<file path="config.mk">
export PLATFORM = sky130hd
export DESIGN_NAME = vrt_measure_ctrl
export DESIGN_NICKNAME = d
export VERILOG_FILES = /design/src/rtl/vrt_pkg.sv /design/src/rtl/vrt_sat_counter.sv /design/src/rtl/vrt_measure_ctrl.sv
export SDC_FILE = /design/constraint.sdc
export NUM_CORES = 1
export LEC_CHECK = 0
export CAP_MARGIN = 20
export CELL_PAD_IN_SITES_DETAIL_PLACEMENT = 1
export CELL_PAD_IN_SITES_GLOBAL_PLACEMENT = 2
export CORE_MARGIN = 2
export CORE_UTILIZATION = 30
export DETAILED_ROUTE_END_ITERATION = 16
export HOLD_SLACK_MARGIN = 0.02
export PLACE_DENSITY = 0.74
export SLEW_MARGIN = 20
export SYNTH_ARGS = -nofsm -noshare
export SYNTH_HDL_FRONTEND = slang
export SYNTH_HIERARCHICAL = 1
export SYNTH_SLANG_ARGS = --single-unit
</file>
<file path="constraint.sdc">
create_clock -name clk_i -period 4.95 [get_ports clk_i]
set_input_delay 0.99 -clock clk_i [delete_from_list [all_inputs] [get_ports clk_i]]
set_output_delay 0.99 -clock clk_i [all_outputs]
set_load 0.01 [all_outputs]
</file>
<file path="src/rtl/vrt_pkg.sv">
// vrt_pkg: shared state encoding, register map and defaults
// for the accelerator runtime measurement controller.
package vrt_pkg;

  localparam int unsigned NrEventsDef = 3;

  typedef enum logic [1:0] {
    StIdle  = 2'd0,
    StArmed = 2'd1,
    StRun   = 2'd2,
    StDrain = 2'd3
  } vrt_state_e;

  localparam logic [2:0] AddrRuntime = 3'd0;
  localparam logic [2:0] AddrEvt0    = 3'd1;
  localparam logic [2:0] AddrEvt1    = 3'd2;
  localparam logic [2:0] AddrEvt2    = 3'd3;
  localparam logic [2:0] AddrStatus  = 3'd4;

endpackage

</file>
<file path="src/rtl/vrt_sat_counter.sv">
// vrt_sat_counter: saturating counter with a snapshot buffer.
// The snapshot captures the value including this cycle's increment.
module vrt_sat_counter
  import vrt_pkg::*;
#(
  parameter int unsigned CntWidth = 64
) (
  input  logic                clk_i,
  input  logic                rst_i,
  input  logic                clr,
  input  logic                inc,
  input  logic                snap,
  output logic [CntWidth-1:0] cnt_o,
  output logic [CntWidth-1:0] buf_o
);

  localparam logic [CntWidth-1:0] One = CntWidth'(1);

  logic [CntWidth-1:0] r_cnt;
  logic [CntWidth-1:0] r_buf;
  logic [CntWidth-1:0] w_next;

  always_comb begin
    w_next = r_cnt;
    if (inc && (r_cnt != '1)) begin
      w_next = r_cnt + One;
    end
  end

  always_ff @(posedge clk_i or posedge rst_i) begin
    if (rst_i) begin
      r_cnt <= '0;
      r_buf <= '0;
    end else if (clr) begin
      r_cnt <= '0;
      r_buf <= '0;
    end else begin
      r_cnt <= w_next;
      if (snap) begin
        r_buf <= w_next;
      end
    end
  end

  assign cnt_o = r_cnt;
  assign buf_o = r_buf;

endmodule

</file>
<file path="src/rtl/vrt_measure_ctrl.sv">
// vrt_measure_ctrl: arm/run/drain window timing vector work.
// Event counters exist only when VRT_EVENT_CNT_EN is defined.
module vrt_measure_ctrl
  import vrt_pkg::*;
#(
  parameter int unsigned CntWidth = 64,
  parameter int unsigned NrEvents = NrEventsDef
) (
  input  logic                clk_i,
  input  logic                rst_i,
  input  logic                sw_arm_i,
  input  logic                sw_stop_i,
  input  logic                acc_req_valid_i,
  input  logic                ara_idle_i,
  input  logic [NrEvents-1:0] event_i,
  input  logic                rd_req_i,
  input  logic [2:0]          rd_addr_i,
  output logic                rd_valid_o,
  output logic [CntWidth-1:0] rd_data_o,
  output logic                busy_o,
  output logic                done_o
);

  vrt_state_e          r_state;
  logic                r_pending;
  logic                r_busy;
  logic                r_done;
  logic                r_rd_valid;
  logic [CntWidth-1:0] r_rd_data;

  logic                w_run;
  logic                w_drain;
  logic                w_snap;
  logic                w_clr;
  logic [CntWidth-1:0] w_rt_buf;
  logic [CntWidth-1:0] w_rt_cnt_unused;
  logic [CntWidth-1:0] w_status;
  logic [CntWidth-1:0] w_rd_mux;
  logic [CntWidth-1:0] w_ev_rd [3];

  assign w_run   = (r_state == StRun) || (r_state == StDrain);
  assign w_drain = ara_idle_i && !acc_req_valid_i;
  assign w_clr   = (r_state == StIdle) && sw_arm_i;
  // In RUN a snapshot needs outstanding work or a coinciding stop.
  assign w_snap  = w_run && w_drain &&
                   (r_pending || sw_stop_i || (r_state == StDrain));

  vrt_sat_counter #(.CntWidth(CntWidth)) u_rt (
    .clk_i (clk_i),
    .rst_i (rst_i),
    .clr   (w_clr),
    .inc   (w_run),
    .snap  (w_snap),
    .cnt_o (w_rt_cnt_unused),
    .buf_o (w_rt_buf)
  );

`ifdef VRT_EVENT_CNT_EN
  logic [CntWidth-1:0] w_ev_buf        [NrEvents];
  logic [CntWidth-1:0] w_ev_cnt_unused [NrEvents];

  for (genvar g = 0; g < NrEvents; g++) begin : g_ev
    vrt_sat_counter #(.CntWidth(CntWidth)) u_ev (
      .clk_i (clk_i),
      .rst_i (rst_i),
      .clr   (w_clr),
      .inc   (w_run && event_i[g]),
      .snap  (w_snap),
      .cnt_o (w_ev_cnt_unused[g]),
      .buf_o (w_ev_buf[g])
    );
  end

  for (genvar g = 0; g < 3; g++) begin : g_ev_rd
    if (g < NrEvents) begin : g_on
      assign w_ev_rd[g] = w_ev_buf[g];
    end else begin : g_off
      assign w_ev_rd[g] = '0;
    end
  end
`else
  logic w_ev_unused;
  assign w_ev_unused = ^event_i;
  assign w_ev_rd[0]  = '0;
  assign w_ev_rd[1]  = '0;
  assign w_ev_rd[2]  = '0;
`endif

  assign w_status = CntWidth'({r_state, r_pending});

  always_comb begin
    w_rd_mux = '0;
    unique case (rd_addr_i)
      AddrRuntime: w_rd_mux = w_rt_buf;
      AddrEvt0:    w_rd_mux = w_ev_rd[0];
      AddrEvt1:    w_rd_mux = w_ev_rd[1];
      AddrEvt2:    w_rd_mux = w_ev_rd[2];
      AddrStatus:  w_rd_mux = w_status;
      default:     w_rd_mux = '0;
    endcase
  end

  always_ff @(posedge clk_i or posedge rst_i) begin
    if (rst_i) begin
      r_state   <= StIdle;
      r_pending <= 1'b0;
      r_busy    <= 1'b0;
      r_done    <= 1'b0;
    end else begin
      r_done <= 1'b0;
      unique case (r_state)
        StIdle: begin
          if (sw_arm_i) begin
            r_state   <= StArmed;
            r_pending <= 1'b0;
          end
        end
        StArmed: begin
          if (sw_stop_i) begin
            r_state <= StIdle;
          end else if (acc_req_valid_i) begin
            r_state   <= StRun;
            r_pending <= 1'b1;
            r_busy    <= 1'b1;
          end
        end
        StRun: begin
          if (acc_req_valid_i) begin
            r_pending <= 1'b1;
          end else if (w_snap) begin
            r_pending <= 1'b0;
          end
          if (sw_stop_i && w_drain) begin
            r_state <= StIdle;
            r_busy  <= 1'b0;
            r_done  <= 1'b1;
          end else if (sw_stop_i) begin
            r_state <= StDrain;
          end
        end
        StDrain: begin
          if (acc_req_valid_i) begin
            r_pending <= 1'b1;
          end else if (w_drain) begin
            r_pending <= 1'b0;
            r_state   <= StIdle;
            r_busy    <= 1'b0;
            r_done    <= 1'b1;
          end
        end
        default: begin
          r_state <= StIdle;
          r_busy  <= 1'b0;
        end
      endcase
    end
  end

  always_ff @(posedge clk_i or posedge rst_i) begin
    if (rst_i) begin
      r_rd_valid <= 1'b0;
      r_rd_data  <= '0;
    end else begin
      r_rd_valid <= rd_req_i;
      r_rd_data  <= rd_req_i ? w_rd_mux : '0;
    end
  end

  assign rd_valid_o = r_rd_valid;
  assign rd_data_o  = r_rd_data;
  assign busy_o     = r_busy;
  assign done_o     = r_done;

endmodule
</file>
==> results of run 1 <==
==> cells by family (layout without fill, tap and decap cells) <==
logic type               after synthesis  after routing
AO/OA/AOI/OAI                        141            141
multiplexers                           4              4
buffers and inverters                 69            135
AND/OR/NAND/NOR                      392            392
flip-flops                           198            198
XOR/XNOR                              48             48
adder cells (fa/ha/maj)                1              1
==> per-stage QoR <==
step / setup WS, ns / utilization (%) / area (um2) / instances / power (uW)
4_1_cts: 1.53 / 36.5 / 10500 / 1303 / 4590
3_3_place_gp: 1.58 / 34.4 / 9970 / 1271 / 3130
3_5_place_dp: 1.58 / 34.4 / 9970 / 1271 / 3160
6_report: 1.57 / 36.5 / 10500 / 1303 / 4520
2_1_floorplan: 0.547 / - / 8860 / 853 / 2840
5_1_grt: 1.35 / 36.5 / 10500 / 1303 / 4820
==> power by group through the flow <==
stage | sequential, uW | clock, uW | combinational (uW)
floorplan | 2170 | 0 | 674
global placement | 2250 | 0 | 873
detailed placement | 2260 | 0 | 900
CTS | 2240 | 1450 | 904
global route | 2290 | 1520 | 1020
finish | 2230 | 1410 | 885
==> layer usage <==
metal	routed length [um]	global-route usage (%)
met1	11500	22.1
met2	10900	25.0
met3	645	2.84
met4	223	4.10
met5	0	0
==> area by class of cell <==
cell class,instances,area [um2],area share [%]
sequential,198,4950,47.0
multi-input combinational,586,3580,33.9
timing repair buffer,90,903,8.56
tap,384,480,4.55
clock buffer,19,443,4.20
clock inverter,13,139,1.32
inverter,13,51.3,0.486
==> Yosys cell counts, types with 3 or more instances <==
library cell	count	area [um2]
buf_6	8	90.1
dlygate4sd3_1	3	30.0
nor3_1	17	85.1
nand2_1	29	109
mux2i_1	4	40.0
a211oi_1	55	413
nor2_1	126	473
and3_2	4	30.0
nand3b_1	4	30.0
or4_1	13	97.6
or4_2	3	26.3
xnor2_1	37	324
o2111ai_1	6	52.6
xor2_1	11	96.3
nand3_1	36	180
nand4_1	37	231
dfrtp_1	198	4950
clkbuf_1	40	150
and4_1	7	61.3
or3_1	10	62.6
o211ai_1	3	22.5
a311oi_1	13	114
nor4_1	16	100
o21ai_0	8	40.0
and2_1	67	419
o31ai_1	9	67.6
and3_1	7	43.8
clkbuf_4	3	22.5
a21oi_1	36	180
inv_1	13	48.8
==> state kept, by name, summed over array words and instances, names as in the netlist <==
name / count
r_state: 2
r_pending: 1
done_o: 1
u_rt/buf_o: 64
rd_data_o: 64
busy_o: 1
rd_valid_o: 1
u_rt/cnt_o: 64
==> placed cells by master, fill, tap and decap left out, types with 4 or more instances in the layout <==
cell / count
and3_1: 7
xor2_1: 11
a311oi_1: 13
mux2i_1: 4
nand3b_1: 4
buf_4: 11
xnor2_1: 37
nor3_1: 16
nor4_1: 15
clkdlybuf4s50_1: 76
o31ai_1: 9
or4_1: 13
or3_1: 10
a21oi_1: 36
dfrtp_1: 198
nand4_1: 37
nor2_1: 125
o21ai_0: 8
and4_1: 7
and3_2: 4
clkbuf_16: 17
a211oi_1: 55
inv_6: 4
nand3_1: 36
and2_1: 67
o2111ai_1: 6
inv_1: 11
nand2_1: 29
==> worst max-delay path by stage <==
| stage | end | cells past startpoint | start | slack, ns |
|---|---|---|---|---|
| after global routing | u_rt/buf_o[61] | 6 | u_rt/cnt_o[15] | 1.35 |
| final | u_rt/buf_o[61] | 6 | u_rt/cnt_o[14] | 1.57 |
| after floorplan | u_rt/buf_o[0] | 1 | rst_i | 0.55 |
| after global placement | u_rt/buf_o[61] | 6 | u_rt/cnt_o[15] | 1.58 |
| after detailed placement | u_rt/buf_o[61] | 6 | u_rt/cnt_o[15] | 1.58 |
| after CTS | u_rt/buf_o[61] | 6 | u_rt/cnt_o[15] | 1.53 |
==> impl_metrics.yaml, run 1 <==
run_status:
  status: "finished clean"
worst_setup_path:
  r2r-end: "u_rt/buf_o[61]"
  cp_common_cell: "or4_1"
  worstPathCellList: "and3_1 -> nand4_1 -> or4_4 -> or4_1 -> or4_1 -> a311oi_1"
  arrival_ns: 3.71
  worst_r2r_startpoint: "u_rt/cnt_o[14]"
  slowest_delay_ns: 0.73
  cp.required_ns: 5.28
  critPathKind: "reg -> reg"
  path_max_fanout: 8
  cp_slowest_cell: "or4_1"
  r2r_setup_slack_ns: 1.57
  startpoint_type: "flip-flop"
  path_delay_family: "simple AND/OR/NAND/NOR gates"
  reg2regPathDepth: 6
  crit_path_end_kind: "flip-flop"
  path_buf_inv: 0
clock_tree:
  clock_latency_ns: 0.44
  cts_resized: 0
  htree_levels: 4
  clock_sinks: 198
  hold_buffers: 0
  cts_buffers: 17
  cts_root_buffer: "clkbuf_16"
  clk_pin_slew_ns: 0.07
  postCtsSetupRepairBufs: 0
  cts.path.max_buffers: 2
  cts_tree: "done"
global_routing:
  grt_pass1_wl_um: 38600
  grt_max_degree: 131
  grt_pass1_vias: 6914
  antenna_found_initial: 0
  grt-ovfl-total: 0
  grt.total_usage_pct: 15.7
synth:
  ys_warn_count: 6
  ys_seq_area_share_pct: 55.9
  synth_edf_count: 0
  ys_types: 53
  avgSynthCellArea_um2: 10.4
  synth_flop_cell: "dfrtp_1"
  synthSimpleGateAreaFrac_pct: 23.8
  synth_xor_area_share_pct: 4.74
  synth-compound-area-share_pct: 11.0
  synth_nets: 867
  yosys-mux-area-fraction_pct: 0.452
  synth_top_family_by_area: "simple AND/OR/NAND/NOR gates"
  syn-cell-area_um2: 8860
  async_reset_ff_share_pct: 100
  synth_adder_area_share_pct: 0.141
  postSynthCellCount: 853
  ys_seq_elements: 198
timing:
  rsz0062_at_grt: "no"
  hold_violations: 0
  slew_headroom_pct: 45.8
  finClkSkew_ns: 0.0131
  post-route-period-util_pct: 68.3
  period_needed_ns: 3.38
  holdWs_ns: 0.479
  fin_tns_setup_ns: 0
  setup_viol: 0
  fmax_ghz: 0.296
  drv_slew: 0
  worstMarginPinSlew_ns: 0.805
floorplan:
  coreArea_um2: 28900
  die_x_um: 176
  dieArea_um2: 30900
  fp.dieH_um: 176
  start_util_pct: 30.6
  std_cell_rows: 62
  top_level_ports: 80
routing:
  first_pass_iters: 4
  num_vias: 6539
  via_per_inst: 5.02
  wl_um: 23200
  wl_per_cell_um: 17.8
  first_iter_violations: 403
  drc_errors: 0
  drtAntennaViolNets: 0
power_and_ir_drop:
  pwr-share-clk_pct: 31.1
  intPower_uw: 3050
  ir_drop_uv: 252
  powerDensity_nw_per_um2: 429
  power_frac_seq_pct: 49.3
  net-switching-power_uw: 1480
  comb_power_share_pct: 19.6
  p_leak_uw: 0.00426
  switching_share_pct: 32.6
place:
  place_hpwl_um: 15600
  port_buffers: 76
  gp_congestion: 0.840
run:
  drv_cap: 0
hold_path:
  hp-start: "u_rt/buf_o[6]"
  whs_path_depth: 1
  hold_path.class: "reg -> reg"
  holdPathEnd: "rd_data_o[6]"
layout:
  n_antenna_cell: 0
  layout-area-overhead-vs-synth_pct: 19.0
  layout-drive-gt1-share_pct: 7.40
  final_nets: 920
  fillers: 3203
Note: power is estimated with default switching activity, not from simulation.
==> run 2: changes to the inputs <==
==> constraint.sdc (replaced) <==
create_clock -name clk_i -period 3.49 [get_ports clk_i]
set_input_delay 0.698 -clock clk_i [delete_from_list [all_inputs] [get_ports clk_i]]
set_output_delay 0.698 -clock clk_i [all_outputs]
set_load 0.01 [all_outputs]
==> impl_metrics.yaml, run 2 (synthesized netlist as in run 1, its figures left out) <==
clock_tree:
  clock_sinks: 198
  clock_latency_ns: 0.44
  clk_pin_slew_ns: 0.08
  cts.path.max_buffers: 2
  cts_resized: 0
  cts_tree: "done"
  cts_root_buffer: "clkbuf_16"
  postCtsSetupRepairBufs: 0
  htree_levels: 4
  cts_buffers: 17
  hold_buffers: 0
timing:
  layout_setup_ws_ns: 0.258
  holdWs_ns: 0.479
  post-route-period-util_pct: 92.6
  fmax_ghz: 0.309
  period_needed_ns: 3.23
  setup_viol: 0
  hold_violations: 0
  slew_headroom_pct: 41.0
  worstMarginPinSlew_ns: 0.877
  fin_tns_setup_ns: 0
  rsz0062_at_grt: "no"
  drv_slew: 0
  finClkSkew_ns: 0.0107
floorplan:
  start_util_pct: 30.6
  std_cell_rows: 62
  dieArea_um2: 30900
  die_x_um: 176
  coreArea_um2: 28900
  top_level_ports: 80
  fp.dieH_um: 176
power_and_ir_drop:
  powerDensity_nw_per_um2: 613
  p_leak_uw: 0.00434
  ir_drop_uv: 353
  intPower_uw: 4430
  power_frac_seq_pct: 48.6
  switching_share_pct: 32.3
  pwr-share-clk_pct: 31.6
  net-switching-power_uw: 2120
  comb_power_share_pct: 19.7
place:
  gp_congestion: 0.820
  numPlacedInstances: 1281
  place_hpwl_um: 16200
  port_buffers: 76
  dp_worst_setup_slack_ns: 0.279
routing:
  drc_errors: 0
  via_per_inst: 5.05
  first_iter_violations: 441
  first_pass_iters: 4
  wl_um: 23700
  num_vias: 6631
  drtAntennaViolNets: 0
  wl_per_cell_um: 18.0
global_routing:
  grt_pass1_vias: 6910
  grt-ovfl-total: 0
  grt.total_usage_pct: 16.0
  antenna_found_initial: 0
  grt_pass1_wl_um: 38900
  grt_max_degree: 74
worst_setup_path:
  cp.required_ns: 3.83
  arrival_ns: 3.58
  crit_path_end_kind: "flip-flop"
  startpoint_type: "flip-flop"
  path_max_fanout: 8
  critPathKind: "reg -> reg"
layout:
  layout-area-overhead-vs-synth_pct: 20.5
  final_common_cell: "dfrtp_1"
  n_antenna_cell: 0
  layout-drive-gt1-share_pct: 8.50
  most-common-layout-cells: "198 x dfrtp_1, 125 x nor2_1, 76 x clkdlybuf4s50_1"
  final_nets: 930
  final_cells: 1313
run_status:
  status: "finished clean"
hold_path:
  hold_path.class: "reg -> reg"
run:
  drv_cap: 0
[run 2: final timing paths]
kind / start / to / slack, ns / depth (start not counted)
min in group asynchronous: rst_i / u_rt/buf_o[32] / 0.77 / 2
hold reg to reg: u_rt/buf_o[35] / rd_data_o[35] / 0.48 / 1
max in group asynchronous: rst_i / u_rt/cnt_o[56] / 2.01 / 3
setup reg to reg: u_rt/cnt_o[16] / u_rt/buf_o[61] / 0.26 / 6
hold / removal: u_rt/buf_o[35] / rd_data_o[35] / 0.48 / 1
setup / recovery: u_rt/cnt_o[16] / u_rt/buf_o[61] / 0.26 / 6
[run 2: metrics by stage]
stage          cell area, um2  utilization, %  total power, uW
5_1_grt                 10700            36.9             6980
4_1_cts                 10700            36.9             6640
2_1_floorplan            8870               -             4030
3_5_place_dp            10100            34.8             4530
6_report                10700            36.9             6550
3_3_place_gp            10100            34.8             4480
[run 2: cell type report]
cell class                      count  area [um2]
Sequential cell                   198        4950
Tap cell                          384         480
Multi-Input combinational cell    586        3580
Clock buffer                       18         439
Fill cell                        3250       18300
Timing Repair Buffer              100        1020
Inverter                           13        52.6
Clock inverter                     14         164
[run 2: power by group through the flow]
stage	logic [uW]	clock network, uW	registers, uW
floorplan	957	0	3080
global placement	1270	0	3210
detailed placement	1310	0	3220
CTS	1320	2140	3190
global route	1480	2240	3260
finish	1290	2070	3180
[run 2: per-layer routing]
metal | vias up | global-route usage, % | part of all wire [%]
met5 | - | 0 | 0
met4 | 0 | 3.55 | 0.76
met3 | 9 | 2.84 | 2.3
met2 | 92 | 25.4 | 48
met1 | 3361 | 22.7 | 49
li1 | 3169 | - | -
[run 2: worst max-delay path, cell delays in order (launching register included)]
cell and delay, ns:
dfrtp_1 0.45, nand4_2 0.17, or2_4 0.31, or4_4 0.59
or4_1 0.74, or4_1 0.58, a311oi_1 0.30
==> run 3: changes to the inputs <==
--- a/config.mk
+++ b/config.mk
@@ -11,7 +11,7 @@
 export CORE_MARGIN = 2
 export CORE_UTILIZATION = 30
 export DETAILED_ROUTE_END_ITERATION = 16
-export HOLD_SLACK_MARGIN = 0.02
+export HOLD_SLACK_MARGIN = 0.06
 export PLACE_DENSITY = 0.74
 export SLEW_MARGIN = 20
 export SYNTH_ARGS = -nofsm -noshare
==> results of run 3 <==
No change in the layout: final DEF, timing and power equal those of run 2.
